--- src/rtl/fsk_pkg.sv ---
// Shared widths, constants and state encoding for the FSK modulator.
package fsk_pkg;
    localparam int SAMPLE_W  = 8;
    localparam int PHASE_W   = 9;
    localparam int PHASE_MOD = 360;
    localparam int AMPLITUDE = 100;

    typedef enum logic {
        IDLE = 1'b0,
        SEND = 1'b1
    } state_t;
endpackage

--- src/rtl/fsk_modulator_sine_lut.sv ---
// Degrees-to-sample sine lookup: 91-entry quarter-wave table folded over four quadrants.
module sine_lut
    import fsk_pkg::*;
(
    input  logic [PHASE_W-1:0]  phase_i,
    output logic [SAMPLE_W-1:0] sample_o
);
    logic [6:0] idx;
    logic [6:0] mag;
    logic       neg;

    function automatic logic [6:0] quarter(input logic [6:0] d);
        logic [6:0] q;
        q = 7'd100;
        case (d)
            7'd0:  q = 7'd0;   7'd1:  q = 7'd2;   7'd2:  q = 7'd3;   7'd3:  q = 7'd5;
            7'd4:  q = 7'd7;   7'd5:  q = 7'd9;   7'd6:  q = 7'd10;  7'd7:  q = 7'd12;
            7'd8:  q = 7'd14;  7'd9:  q = 7'd16;  7'd10: q = 7'd17;  7'd11: q = 7'd19;
            7'd12: q = 7'd21;  7'd13: q = 7'd22;  7'd14: q = 7'd24;  7'd15: q = 7'd26;
            7'd16: q = 7'd28;  7'd17: q = 7'd29;  7'd18: q = 7'd31;  7'd19: q = 7'd33;
            7'd20: q = 7'd34;  7'd21: q = 7'd36;  7'd22: q = 7'd37;  7'd23: q = 7'd39;
            7'd24: q = 7'd41;  7'd25: q = 7'd42;  7'd26: q = 7'd44;  7'd27: q = 7'd45;
            7'd28: q = 7'd47;  7'd29: q = 7'd48;  7'd30: q = 7'd50;  7'd31: q = 7'd52;
            7'd32: q = 7'd53;  7'd33: q = 7'd54;  7'd34: q = 7'd56;  7'd35: q = 7'd57;
            7'd36: q = 7'd59;  7'd37: q = 7'd60;  7'd38: q = 7'd62;  7'd39: q = 7'd63;
            7'd40: q = 7'd64;  7'd41: q = 7'd66;  7'd42: q = 7'd67;  7'd43: q = 7'd68;
            7'd44: q = 7'd69;  7'd45: q = 7'd71;  7'd46: q = 7'd72;  7'd47: q = 7'd73;
            7'd48: q = 7'd74;  7'd49: q = 7'd75;  7'd50: q = 7'd77;  7'd51: q = 7'd78;
            7'd52: q = 7'd79;  7'd53: q = 7'd80;  7'd54: q = 7'd81;  7'd55: q = 7'd82;
            7'd56: q = 7'd83;  7'd57: q = 7'd84;  7'd58: q = 7'd85;  7'd59: q = 7'd86;
            7'd60: q = 7'd87;  7'd61: q = 7'd87;  7'd62: q = 7'd88;  7'd63: q = 7'd89;
            7'd64: q = 7'd90;  7'd65: q = 7'd91;  7'd66: q = 7'd91;  7'd67: q = 7'd92;
            7'd68: q = 7'd93;  7'd69: q = 7'd93;  7'd70: q = 7'd94;  7'd71: q = 7'd95;
            7'd72: q = 7'd95;  7'd73: q = 7'd96;  7'd74: q = 7'd96;  7'd75: q = 7'd97;
            7'd76: q = 7'd97;  7'd77: q = 7'd97;  7'd78: q = 7'd98;  7'd79: q = 7'd98;
            7'd80: q = 7'd98;  7'd81: q = 7'd99;  7'd82: q = 7'd99;  7'd83: q = 7'd99;
            7'd84: q = 7'd99;
            default: q = 7'd100;
        endcase
        return q;
    endfunction

    always_comb begin
        idx = '0;
        neg = 1'b0;
        if (phase_i <= 9'd90) begin
            idx = phase_i[6:0];
        end else if (phase_i <= 9'd180) begin
            idx = 7'(9'd180 - phase_i);
        end else if (phase_i <= 9'd270) begin
            idx = 7'(phase_i - 9'd180);
            neg = 1'b1;
        end else begin
            idx = 7'(9'd360 - phase_i);
            neg = 1'b1;
        end
        mag      = quarter(idx);
        sample_o = neg ? (8'd0 - {1'b0, mag}) : {1'b0, mag};
    end
endmodule

--- src/rtl/fsk_modulator.sv ---
// Continuous-phase FSK source: one-deep bit holding register feeding a sample
// generator that emits SAMPLES_PER_BIT sine samples per bit, one every SAMPLE_DIV clocks.
//
// state | meaning
// IDLE  | no bit in flight, A and phase held at 0, waiting for a held bit
// SEND  | emitting samples of cur_bit; reloads from hold at bit end when available
module fsk_modulator
    import fsk_pkg::*;
#(
    parameter int SAMPLE_DIV      = 10,
    parameter int SAMPLES_PER_BIT = 360,
    parameter int MARK_STEP       = 2,
    parameter int SPACE_STEP      = 1
) (
    input  logic                Clk,
    input  logic                Rst,
    input  logic                bit_in,
    input  logic                bit_valid,
    output logic                bit_ready,
    output logic [SAMPLE_W-1:0] A,
    output logic                sample_strobe,
    output logic                busy
);
    localparam int DIV_W = (SAMPLE_DIV > 1) ? $clog2(SAMPLE_DIV) : 1;
    localparam int CNT_W = $clog2(SAMPLES_PER_BIT + 1);
    localparam logic [DIV_W-1:0]   DIV_LAST = DIV_W'(SAMPLE_DIV - 1);
    localparam logic [CNT_W-1:0]   SPB      = CNT_W'(SAMPLES_PER_BIT);
    localparam logic [PHASE_W-1:0] MARK     = PHASE_W'(MARK_STEP);
    localparam logic [PHASE_W-1:0] SPACE    = PHASE_W'(SPACE_STEP);
    localparam logic [PHASE_W:0]   MOD      = (PHASE_W + 1)'(PHASE_MOD);

    state_t              state_q;
    logic                hold_q;
    logic                hold_full_q;
    logic                cur_bit_q;
    logic [PHASE_W-1:0]  phase_q;
    logic [DIV_W-1:0]    div_cnt_q;
    logic [CNT_W-1:0]    sample_cnt_q;
    logic [SAMPLE_W-1:0] a_q;
    logic                strobe_q;

    logic                accept;
    logic                emit;
    logic                bit_end;
    logic [PHASE_W-1:0]  step;
    logic [PHASE_W:0]    phase_sum;
    logic [PHASE_W-1:0]  phase_d;
    logic [DIV_W-1:0]    div_cnt_d;
    logic [CNT_W-1:0]    sample_cnt_d;
    logic [SAMPLE_W-1:0] sine_val;

    sine_lut u_sine (
        .phase_i  (phase_q),
        .sample_o (sine_val)
    );

    assign accept       = bit_valid && !hold_full_q;
    assign emit         = (div_cnt_q == '0);
    assign step         = cur_bit_q ? MARK : SPACE;
    assign phase_sum    = {1'b0, phase_q} + {1'b0, step};
    assign phase_d      = (phase_sum >= MOD) ? PHASE_W'(phase_sum - MOD) : phase_sum[PHASE_W-1:0];
    assign div_cnt_d    = (div_cnt_q == DIV_LAST) ? '0 : div_cnt_q + DIV_W'(1);
    assign sample_cnt_d = sample_cnt_q + CNT_W'(emit);
    // With SAMPLE_DIV==1 the last sample and the bit end share one edge, so count it in.
    assign bit_end      = (div_cnt_q == DIV_LAST) && (sample_cnt_d == SPB);

    always_ff @(posedge Clk or posedge Rst) begin
        if (Rst) begin
            state_q      <= IDLE;
            hold_q       <= 1'b0;
            hold_full_q  <= 1'b0;
            cur_bit_q    <= 1'b0;
            phase_q      <= '0;
            div_cnt_q    <= '0;
            sample_cnt_q <= '0;
            a_q          <= '0;
            strobe_q     <= 1'b0;
        end else begin
            strobe_q <= 1'b0;
            unique case (state_q)
                IDLE: begin
                    a_q     <= '0;
                    phase_q <= '0;
                    if (hold_full_q) begin
                        cur_bit_q    <= hold_q;
                        hold_full_q  <= 1'b0;
                        div_cnt_q    <= '0;
                        sample_cnt_q <= '0;
                        state_q      <= SEND;
                    end
                end
                SEND: begin
                    div_cnt_q    <= div_cnt_d;
                    sample_cnt_q <= sample_cnt_d;
                    if (emit) begin
                        a_q      <= sine_val;
                        phase_q  <= phase_d;
                        strobe_q <= 1'b1;
                    end
                    if (bit_end) begin
                        div_cnt_q    <= '0;
                        sample_cnt_q <= '0;
                        if (hold_full_q) begin
                            cur_bit_q   <= hold_q;
                            hold_full_q <= 1'b0;
                        end else begin
                            state_q <= IDLE;
                            phase_q <= '0;
                            if (!emit) a_q <= '0;
                        end
                    end
                end
            endcase
            // Ready is low whenever hold is full, so this never collides with a load above.
            if (accept) begin
                hold_q      <= bit_in;
                hold_full_q <= 1'b1;
            end
        end
    end

    assign bit_ready     = !hold_full_q;
    assign A             = a_q;
    assign sample_strobe = strobe_q;
    assign busy          = (state_q == SEND);
endmodule
--- config.mk ---
export PLATFORM = sky130hd
export DESIGN_NAME = fsk_modulator
export DESIGN_NICKNAME = d
export VERILOG_FILES = /design/src/rtl/fsk_pkg.sv /design/src/rtl/fsk_modulator_sine_lut.sv /design/src/rtl/fsk_modulator.sv
export SDC_FILE = /design/constraint.sdc
export NUM_CORES = 1
export LEC_CHECK = 0
export BUFFER_PORTS_ARGS = -buffer_cell sky130_fd_sc_hd__clkbuf_2
export CAP_MARGIN = 40
export CORE_UTILIZATION = 57
export CTS_CLUSTER_DIAMETER = 100
export CTS_CLUSTER_SIZE = 10
export DETAILED_ROUTE_END_ITERATION = 8
export GPL_TIMING_DRIVEN = 1
export PLACE_DENSITY = 0.81
export SYNTH_ARGS = -nofsm -noshare
export SYNTH_HDL_FRONTEND = slang
export SYNTH_SLANG_ARGS = --single-unit
--- constraint.sdc ---
create_clock -name Clk -period 5 [get_ports Clk]
set_input_delay 0.75 -clock Clk [delete_from_list [all_inputs] [get_ports Clk]]
set_output_delay 0.75 -clock Clk [all_outputs]
set_load 0.02 [all_outputs]
# After elaboration in Yosys (flattened, before gate mapping)
# Memory sizes are Yosys's and may differ from the RTL's.
# Cells that the tools add are included.
[totals]
regBits = 35
mem_bits_ro = 896
out_inout_bits = 11
input_bits = 4
wordCells = 67
memories = 1
[op_classes]
n_mux = 35
n_lt_le_gt_ge = 4
reduce_logical = 4
n_bitwise = 1
add_sub_neg = 8
n_eq_ne = 5
[mem_list]
columns = ["name", "depth", "word_bits", "read_ports", "rd_ports_with_merged_regs", "write_ports", "line", "text"]
rows = [
  ["(no name shown)", 128, 7, 1, 0, 0, "fsk_modulator_sine_lut.sv:15", "case (d)"],
]
[ops]
columns = ["op", "n"]
rows = [
  ["9-bit two-way mux", 6],
  ["8-bit two-way mux", 5],
  ["9-bit case mux with 2 select lines", 2],
  ["7-bit two-way mux", 3],
  ["8-bit case mux with 2 select lines", 1],
  ["4-bit two-way mux", 3],
  ["9-bit by 2-bit adder with 10-bit output", 1],
  ["10-bit by 9-bit greater-or-equal comparator with 1-bit output (second input constant)", 1],
  ["1-bit two-way mux", 10],
  ["9-bit by 1-bit adder with 9-bit output", 1],
  ["9-bit equality test (second input constant)", 1],
  ["9-bit by 7-bit <= comparator with 1-bit output (second input constant)", 1],
  ["9-bit by 8-bit <= comparator with 1-bit output (second input constant)", 1],
  ["9-bit <= comparator (second input constant)", 1],
  ["9-bit subtractor (second input constant)", 1],
  ["4-bit case mux with 2 select lines", 1],
  ["1-bit by 7-bit subtractor with 8-bit output (first input constant)", 1],
  ["6-bit by 7-bit subtractor with 7-bit output (first input constant)", 1],
  ["7-bit by 6-bit subtractor with 7-bit output (second input constant)", 1],
  ["7-bit subtractor (first input constant)", 1],
  ["1-bit case mux with 2 select lines", 3],
  ["4-bit by 1-bit adder with 4-bit output (second input constant)", 1],
  ["4-bit equality test (second input constant)", 1],
  ["4-bit zero test", 1],
  ["7 further kinds", 8],
]

# Logic depth before layout (Yosys ltp)
# Gate-level depths: netlist (run 1).
# An unclocked memory read counts as a cell.
[logic_depth]
depth_word = 12
depth_mapped = 23
depth_no_buf = 19

# By module
# Synthesis (run 1) repeated with hierarchy kept, for this count alone.
[hier_totals]
hier_cells = 495
hier_area_um2 = 3941.3
[by_module_without_submodules]
columns = ["mod", "instances", "cells_each", "seq_area_each_um2", "area_per_inst_um2"]
rows = [
  ["fsk_modulator", 1, 259, 875.8, 2245.9],
  ["sine_lut", 1, 236, 0.0, 1695.4],
]

# Worst setup path after synthesis (run 1)
# Ideal clock, no wire load.
[synth_timing]
path_type = "register to register"
startpoint = "reg phase_q[2]"
endpoint = "reg a_q[6] (netlist: A[6])"
t_arrival_ns = 4.762
synth_period_minus_slack_ns = 4.848
stages_incl_launch_ff = 24
slack_ns = 0.152
t_required_ns = 4.914
path_cell_list = "dfrtp_1 > buf_4 > clkbuf_1 > clkinv_1 > ha_1 > nand2_1 > a31oi_1 > clkbuf_1 > a31oi_1 > mux2_2 > ha_1 > buf_4 > nor2b_1 > a21oi_1 > o22ai_1 > a211oi_1 > and3_1 > o21ai_0 > a31oi_1 > o21a_1 > ha_1 > o21ai_1 > o311a_1 > nor3_1"
[synth_between]
elab_chain_cells = 12
word_cells_on_any_way = 19
[synth_rtl]
columns = ["item", "line", "text"]
rows = [
  ["start, declared", "fsk_modulator.sv:36", "logic [PHASE_W-1:0] phase_q;"],
  ["start signal, assigned", "fsk_modulator.sv:97", "phase_q <= phase_d;"],
  ["9-bit <= comparator, or another cell as far along", "fsk_modulator_sine_lut.sv:50", "end else if (phase_i <= 9'd270) begin"],
  ["7-bit two-way mux", "fsk_modulator_sine_lut.sv:50", ""],
  ["7-bit two-way mux", "fsk_modulator_sine_lut.sv:48", "end else if (phase_i <= 9'd180) begin"],
  ["7-bit two-way mux", "fsk_modulator_sine_lut.sv:46", "if (phase_i <= 9'd90) begin"],
  ["memory read 128 x 7 bit", "-", ""],
  ["1-bit by 7-bit subtractor with 8-bit output", "fsk_modulator_sine_lut.sv:58", "sample_o = neg ? (8'd0 - {1'b0, mag}) : {1'b0, mag};"],
  ["8-bit two-way mux *", "fsk_modulator_sine_lut.sv:58", ""],
  ["8-bit two-way mux *", "fsk_modulator.sv:95", "if (emit) begin"],
  ["8-bit two-way mux", "fsk_modulator.sv:109", "if (!emit) a_q <= '0;"],
  ["8-bit two-way mux", "fsk_modulator.sv:103", "if (hold_full_q) begin"],
  ["8-bit two-way mux *", "fsk_modulator.sv:100", "if (bit_end) begin"],
  ["8-bit case mux with 2 select lines *", "fsk_modulator.sv:80", "unique case (state_q)"],
  ["end signal, assigned", "fsk_modulator.sv:96", "a_q <= sine_val;"],
  ["end, declared", "fsk_modulator.sv:39", "logic [SAMPLE_W-1:0] a_q;"],
]
# Every way passes the cells marked *; elsewhere a longest branch is shown, timed or not.
# A chain may end at the register's enable or synchronous reset.

# Final worst setup path (run 1)
[layout_timing]
startpoint = "reg phase_q[5]"
endpoint = "reg a_q[6] (netlist: A[6])"
# The elaborated chain is that of the path after synthesis.

==> flow_summary.json, run 1 <==
{
  "status": "finished clean",
  "post_cts_buffers": 0,
  "power.density_mw_per_mm2": 445.2,
  "hold_viol": 0,
  "pin_count": 15,
  "dr.first_iter.drc_count": 403,
  "synth_top_area_cell": "dfrtp_1",
  "port_buffers": 14,
  "synth_edf_count": 0,
  "worstSetupEndpointType": "flip-flop",
  "crit_type": "flip-flop to flip-flop",
  "worst_hold_slack_ns": 0.5278,
  "dieHeight_um": 84.39,
  "fin_skew_ns": 0.009285,
  "nets": 533,
  "grt_usage_pct": 28.74,
  "seq_power_share_pct": 18.9,
  "syn_nets": 526,
  "clockPowerShare_pct": 16.6,
  "clockRootBuffer": "clkbuf_8",
  "p_sw_w": 0.0008845,
  "final_util_pct": 64.20,
  "fin_total_pwr_w": 0.001846,
  "drive_above_1_share_pct": 13.60,
  "antenna_found_initial": 0,
  "antennaDiodeCount": 0,
  "cts_hold_buf": 0,
  "yosysUniqueCellTypes": 81,
  "drt-pass1-iter-count": 5,
  "leakagePower_nw": 1.810,
  "grt_first_pass_wirelength_mm": 16.86,
  "setup_slack_ns": 0.3209,
  "drt_wl_total_mm": 10.05,
  "crit_path_start_kind": "flip-flop",
  "synth.area.top_cells": "dfrtp_1, ha_1, nand2_1",
  "synth_area_sq_mm": 0.003869,
  "cts_resized": 0,
  "dp_hpwl_mm": 7.451,
  "tritoncts": "yes",
  "start_util_pct": 59.90,
  "rsz0062_at_grt": "no",
  "die_w_um": 84.39,
  "viasPerCell": 6.797,
  "period_needed_ns": 4.679,
  "worst_pin_slew_ns": 0.8377,
  "insertion_delay_ns": 0.29,
  "pre_cts_ws_ns": 0.3756,
  "relSlewSlack_pct": 42.71,
  "cts_max_path_buffers": 2,
  "grt_pass1_vias": 3674,
  "finalSetupTns_ns": 0,
  "power.internal_w": 0.0009613,
  "arrival_ns": 4.89,
  "drc": 0,
  "coreArea_sq_mm": 0.006459,
  "drv_cap": 0,
  "postSynthCellCount": 492,
  "postSynth.asyncResetShare_pct": 100.0,
  "synthToLayoutAreaGrowth_pct": 7.180,
  "gp_congestion": 1.027,
  "period_share_pct": 93.58,
  "synth-seq-cells": 35,
  "final_max_slew_viol_count": 0,
  "ir_drop_mv": 0.2486,
  "hp-class": "primary input to asynchronous set/reset pin",
  "cts_buffers": 5,
  "final_common_cell": "nand2_1",
  "avgSynthCellArea_sq_um": 7.863,
  "synth_top_area_share_pct": 22.64,
  "layout_common_cells": "nand2_1, o21ai_0, a21oi_1",
  "vias": 3922,
  "rows": 29,
  "ant_nets": 0,
  "wl_per_cell_um": 17.41,
  "setup_violations": 0,
  "htreeDepth": 2,
  "synthFlopType": "dfrtp_1",
  "die_area_sq_mm": 0.007121,
  "clk_pin_slew_ns": 0.08,
  "crit_fanout": 15,
  "grt_start_max_net_pins": 36,
  "cts_sinks": 35,
  "fmax_mhz": 213.7,
  "sw_frac_of_total_pct": 47.92,
  "seq_area_frac_synth_pct": 22.64,
  "comb_power_share_pct": 64.6,
  "grt_overflow": 0,
  "critical_path_required_ns": 5.21,
  "ys_warn_count": 0
}
==> per-stage QoR <==
| stage | instances | cell area (sq um) |
|---|---|---|
| 2_1_floorplan | 492 | 3869 |
| 3_3_place_gp | 569 | 4010 |
| 3_5_place_dp | 569 | 4010 |
| 4_1_cts | 577 | 4146 |
| 5_1_grt | 577 | 4146 |
| 6_report | 577 | 4146 |
==> synth_stat cells, drive strengths merged (7+ instances only) <==
cell    count
o211ai      7
and3        7
a31oi      10
a21o        7
inv        18
dfrtp      35
nor2       34
nor3       14
nor2b       8
nand3      23
xnor2       8
nand2      51
ha         29
clkbuf     18
o21ai      40
nor4        8
buf        14
a21oi      38
==> worst paths after layout <==
check | depth (start not counted) | to | from | slack [ns]
setup / recovery | 17 | A[6]$_DFF_PP0_ | phase_q[5]$_DFF_PP0_ | 0.32
hold / removal | 3 | sample_cnt_q[2]$_DFFE_PP0P_ | Rst | 0.53
setup reg to reg | 17 | A[6]$_DFF_PP0_ | phase_q[5]$_DFF_PP0_ | 0.32
hold reg to reg | 1 | hold_q$_DFFE_PP0P_ | hold_q$_DFFE_PP0P_ | 0.53
max in group asynchronous | 3 | phase_q[4]$_DFF_PP0_ | Rst | 4.14
min in group Clk | 1 | hold_q$_DFFE_PP0P_ | hold_q$_DFFE_PP0P_ | 0.53
==> power groups by stage <==
stage / Clock [W] / Combinational [W] / Sequential [W]
final: 0.000306 / 0.00119 / 0.000348
after global routing: 0.000321 / 0.00130 / 0.000353
after CTS: 0.000311 / 0.00117 / 0.000347
after detailed placement: 0 / 0.00116 / 0.000353
after global placement: 0 / 0.00113 / 0.000351
after floorplan: 0 / 0.000859 / 0.000384
==> per-layer routing <==
layer / up-vias / GRT usage, % / routed length (um)
li1: 1861 / - / -
met3: 36 / 4.326 / 623
met1: 1841 / 35.40 / 4217
met5: - / 0 / 0
met2: 184 / 49.25 / 4806
met4: 0 / 14.33 / 399
==> area by class of cell <==
cell class,instances,area (sq um)
multi-input cells,406,2761
inverters,19,71.32
clock buffers,5,68.82
repair buffers,32,205.2
flip-flops and latches,35,875.8
clock inverters,3,67.56
fillers,546,2312
well taps,77,96.34
==> kinds of logic (layout without fill, tap and decap cells) <==
family / after synthesis / in the layout / synth area share [%]
xor+xnor: 12 / 12 / 2.717
compound gates: 175 / 175 / 31.73
simple gates: 183 / 183 / 25.23
fa+ha+maj: 30 / 30 / 9.897
mux: 6 / 6 / 1.617
flops: 35 / 35 / 22.64
buf+inv: 51 / 59 / 6.177
==> critical path, cell delays in order (launching register included) <==
cell and delay (ns):
dfrtp_1 0.62, nand3_1 0.22, or4_1 0.55, a31oi_1 0.22
mux2_2 0.43, ha_1 0.31, nor2b_1 0.15, a21oi_1 0.17
o22ai_1 0.10, a211oi_1 0.28, and3_1 0.19, o21ai_0 0.07
a31oi_1 0.18, o21a_1 0.24, ha_1 0.22, o21ai_1 0.10
o311a_1 0.36, nor3_1 0.20
==> flip-flops by register name (all words and copies together), names as in the netlist <==
| signal | flops |
|---|---|
| A | 8 |
| busy | 1 |
| cur_bit_q | 1 |
| div_cnt_q | 4 |
| hold_full_q | 1 |
| hold_q | 1 |
| phase_q | 9 |
| sample_cnt_q | 9 |
| sample_strobe | 1 |
Note: power is estimated with default switching activity, not from simulation.
==> inputs of run 2 (changes only) <==
- CORE_UTILIZATION: 57 -> 55
- PLACE_DENSITY: 0.81 -> 0.78
==> run 2 against run 1 <==
Via count decreased by 0.97%. Sequential power barely moved. Routed wire length decreased by 2.5%. Clock skew grew 0.0016 ns. Global-route usage decreased by 0.76 points. Register-to-register slack worse by 0.03 ns. Critical path type unchanged. Largest cell class unchanged. Largest power group unchanged. Highest routed layer unchanged.
==> flow_summary.json, run 2 (synthesis gave the netlist of run 1 again) <==
{
  "status": "finished clean",
  "clockRootBuffer": "clkbuf_8",
  "wl_met1_mm": 4.257,
  "power.internal_w": 0.0008633,
  "start_util_pct": 56.94,
  "drv_cap": 0,
  "rsz0062_at_grt": "no",
  "worstSetupEndpointType": "flip-flop",
  "layout_common_cells": "nand2_1, o21ai_0, a21oi_1",
  "cts_buffers": 5,
  "arrival_ns": 4.92,
  "hp-class": "primary input to asynchronous set/reset pin",
  "port_buffers": 14,
  "setup_violations": 0,
  "htreeDepth": 2,
  "clockPowerShare_pct": 11.5,
  "p_sw_w": 0.0008861,
  "pre_cts_ws_ns": 0.3641,
  "synthToLayoutAreaGrowth_pct": 7.212,
  "cts_max_path_buffers": 2,
  "seq_power_share_pct": 19.9,
  "viasPerCell": 6.473,
  "grt_usage_pct": 27.97,
  "cts_sinks": 35,
  "drt-pass1-iter-count": 5,
  "insertion_delay_ns": 0.29,
  "gp_congestion": 1.020,
  "comb_power_share_pct": 68.6,
  "timing.rr.end": "A[6]$_DFF_PP0_",
  "grt_first_pass_wirelength_mm": 16.76,
  "setup_slack_ns": 0.2945,
  "tritoncts": "yes",
  "crit_type": "flip-flop to flip-flop",
  "fillers": 613,
  "route.met3.wl_um": 639,
  "leakagePower_nw": 1.804,
  "grt_start_max_net_pins": 36,
  "startpoint": "phase_q[0]$_DFF_PP0_",
  "worst_pin_slew_ns": 0.9429,
  "dieHeight_um": 85.87,
  "wl_per_cell_um": 16.33,
  "vias": 3884,
  "wl_met2_mm": 4.688,
  "fin_skew_ns": 0.01084,
  "drc": 0,
  "dr.first_iter.drc_count": 542,
  "r2r_start": "phase_q[0]$_DFF_PP0_",
  "antenna_found_initial": 0,
  "final_max_slew_viol_count": 0,
  "drt_wl_total_mm": 9.798,
  "relSlewSlack_pct": 35.52,
  "pin_count": 15,
  "highest_layer": "met4",
  "nets": 537,
  "power.density_mw_per_mm2": 421.8,
  "drive_above_1_share_pct": 14.29,
  "ant_nets": 0,
  "critical_path_required_ns": 5.21,
  "die_w_um": 85.87,
  "ff2ff_path_depth": 17,
  "period_needed_ns": 4.705,
  "finalSetupTns_ns": 0,
  "crit_fanout": 7,
  "dp_hpwl_mm": 7.206,
  "coreArea_sq_mm": 0.006794,
  "fmax_mhz": 212.5,
  "final_common_cell": "nand2_1",
  "period_share_pct": 94.11,
  "cts_hold_buf": 0,
  "rows": 30,
  "clk_pin_slew_ns": 0.08,
  "hold_viol": 0,
  "rrSetupSlack_ns": 0.29,
  "antennaDiodeCount": 0,
  "crit_path_start_kind": "flip-flop",
  "die_area_sq_mm": 0.007374,
  "grt_overflow": 0,
  "ir_drop_mv": 0.2505,
  "sw_frac_of_total_pct": 50.65,
  "grt_pass1_vias": 3620
}
-- run 2: cell count changes in the layout (fill, tap and decap cells not counted), sizes merged --
cell    before  now
buf         18   22
bufinv       2    0
clkbuf      19   20
clkinv       1    2
-- run 2: worst max path at each step --
stage | endpoint | slack [ns] | cells past startpoint
after global routing | A[6]$_DFF_PP0_ | 0.03 | 17
after global placement | A[6]$_DFF_PP0_ | 0.52 | 17
after detailed placement | A[6]$_DFF_PP0_ | 0.36 | 17
after floorplan | A[6]$_DFF_PP0_ | 0.15 | 23
after CTS | A[6]$_DFF_PP0_ | 0.34 | 17
final | A[6]$_DFF_PP0_ | 0.29 | 17
-- run 2: cell type report --
| type | instances | area, sq um | share of cell area (%) |
|---|---|---|---|
| inverter | 19 | 71.32 | 1.719 |
| multi-input combinational | 406 | 2761 | 66.58 |
| clock buffer | 6 | 72.57 | 1.750 |
| tap | 96 | 120.1 | 2.896 |
| timing repair buffer | 36 | 232.7 | 5.611 |
| sequential | 35 | 877.1 | 21.15 |
| clock inverter | 2 | 12.51 | 0.3017 |
-- run 2: critical path, stage by stage, from the launching register on --
cell,delay [ns]
dfrtp_1,0.38
or4b_1,0.53
or4_1,0.44
a31oi_1,0.24
mux2_2,0.44
ha_1,0.31
nor2b_1,0.15
a21oi_1,0.16
o22ai_1,0.10
a211oi_1,0.29
and3_1,0.19
o21ai_0,0.07
a31oi_1,0.21
o21a_1,0.24
ha_1,0.21
o21ai_1,0.10
o311a_1,0.36
nor3_1,0.19
-- run 2: power groups by stage --
stage	Clock (W)	Combinational (W)	Sequential, W
2_1_floorplan	0	0.000859	0.000384
3_3_place_gp	0	0.00113	0.000352
3_5_place_dp	0	0.00116	0.000353
4_1_cts	0.000209	0.00117	0.000348
5_1_grt	0.000218	0.00132	0.000352
6_report	0.000202	0.00120	0.000348
-- run 2: repair_timing --
action | in CTS | in global routing
buffers inserted | 0 | 0
resized for setup | 0 | 1
endpoints found under the setup margin | 0 | 1
-- run 2: through the flow --
step / instance area [sq um] / instances / hold WS [ns] / total power, W / utilization [%]
2_1_floorplan: 3869 / 492 / 0.4811 / 0.001243 / -
3_3_place_gp: 4056 / 591 / 0.5003 / 0.001486 / 59.71
3_5_place_dp: 4061 / 592 / 0.5136 / 0.001513 / 59.78
4_1_cts: 4146 / 600 / 0.5222 / 0.001725 / 61.03
5_1_grt: 4148 / 600 / 0.5524 / 0.001892 / 61.05
6_report: 4148 / 600 / 0.5182 / 0.001749 / 61.05
-- run 2: layer usage --
metal / up-vias / track usage, %
li1: 1866 / -
met1: 1811 / 37.85
met2: 180 / 44.37
met3: 27 / 4.139
met4: 0 / 12.27
met5: - / 0
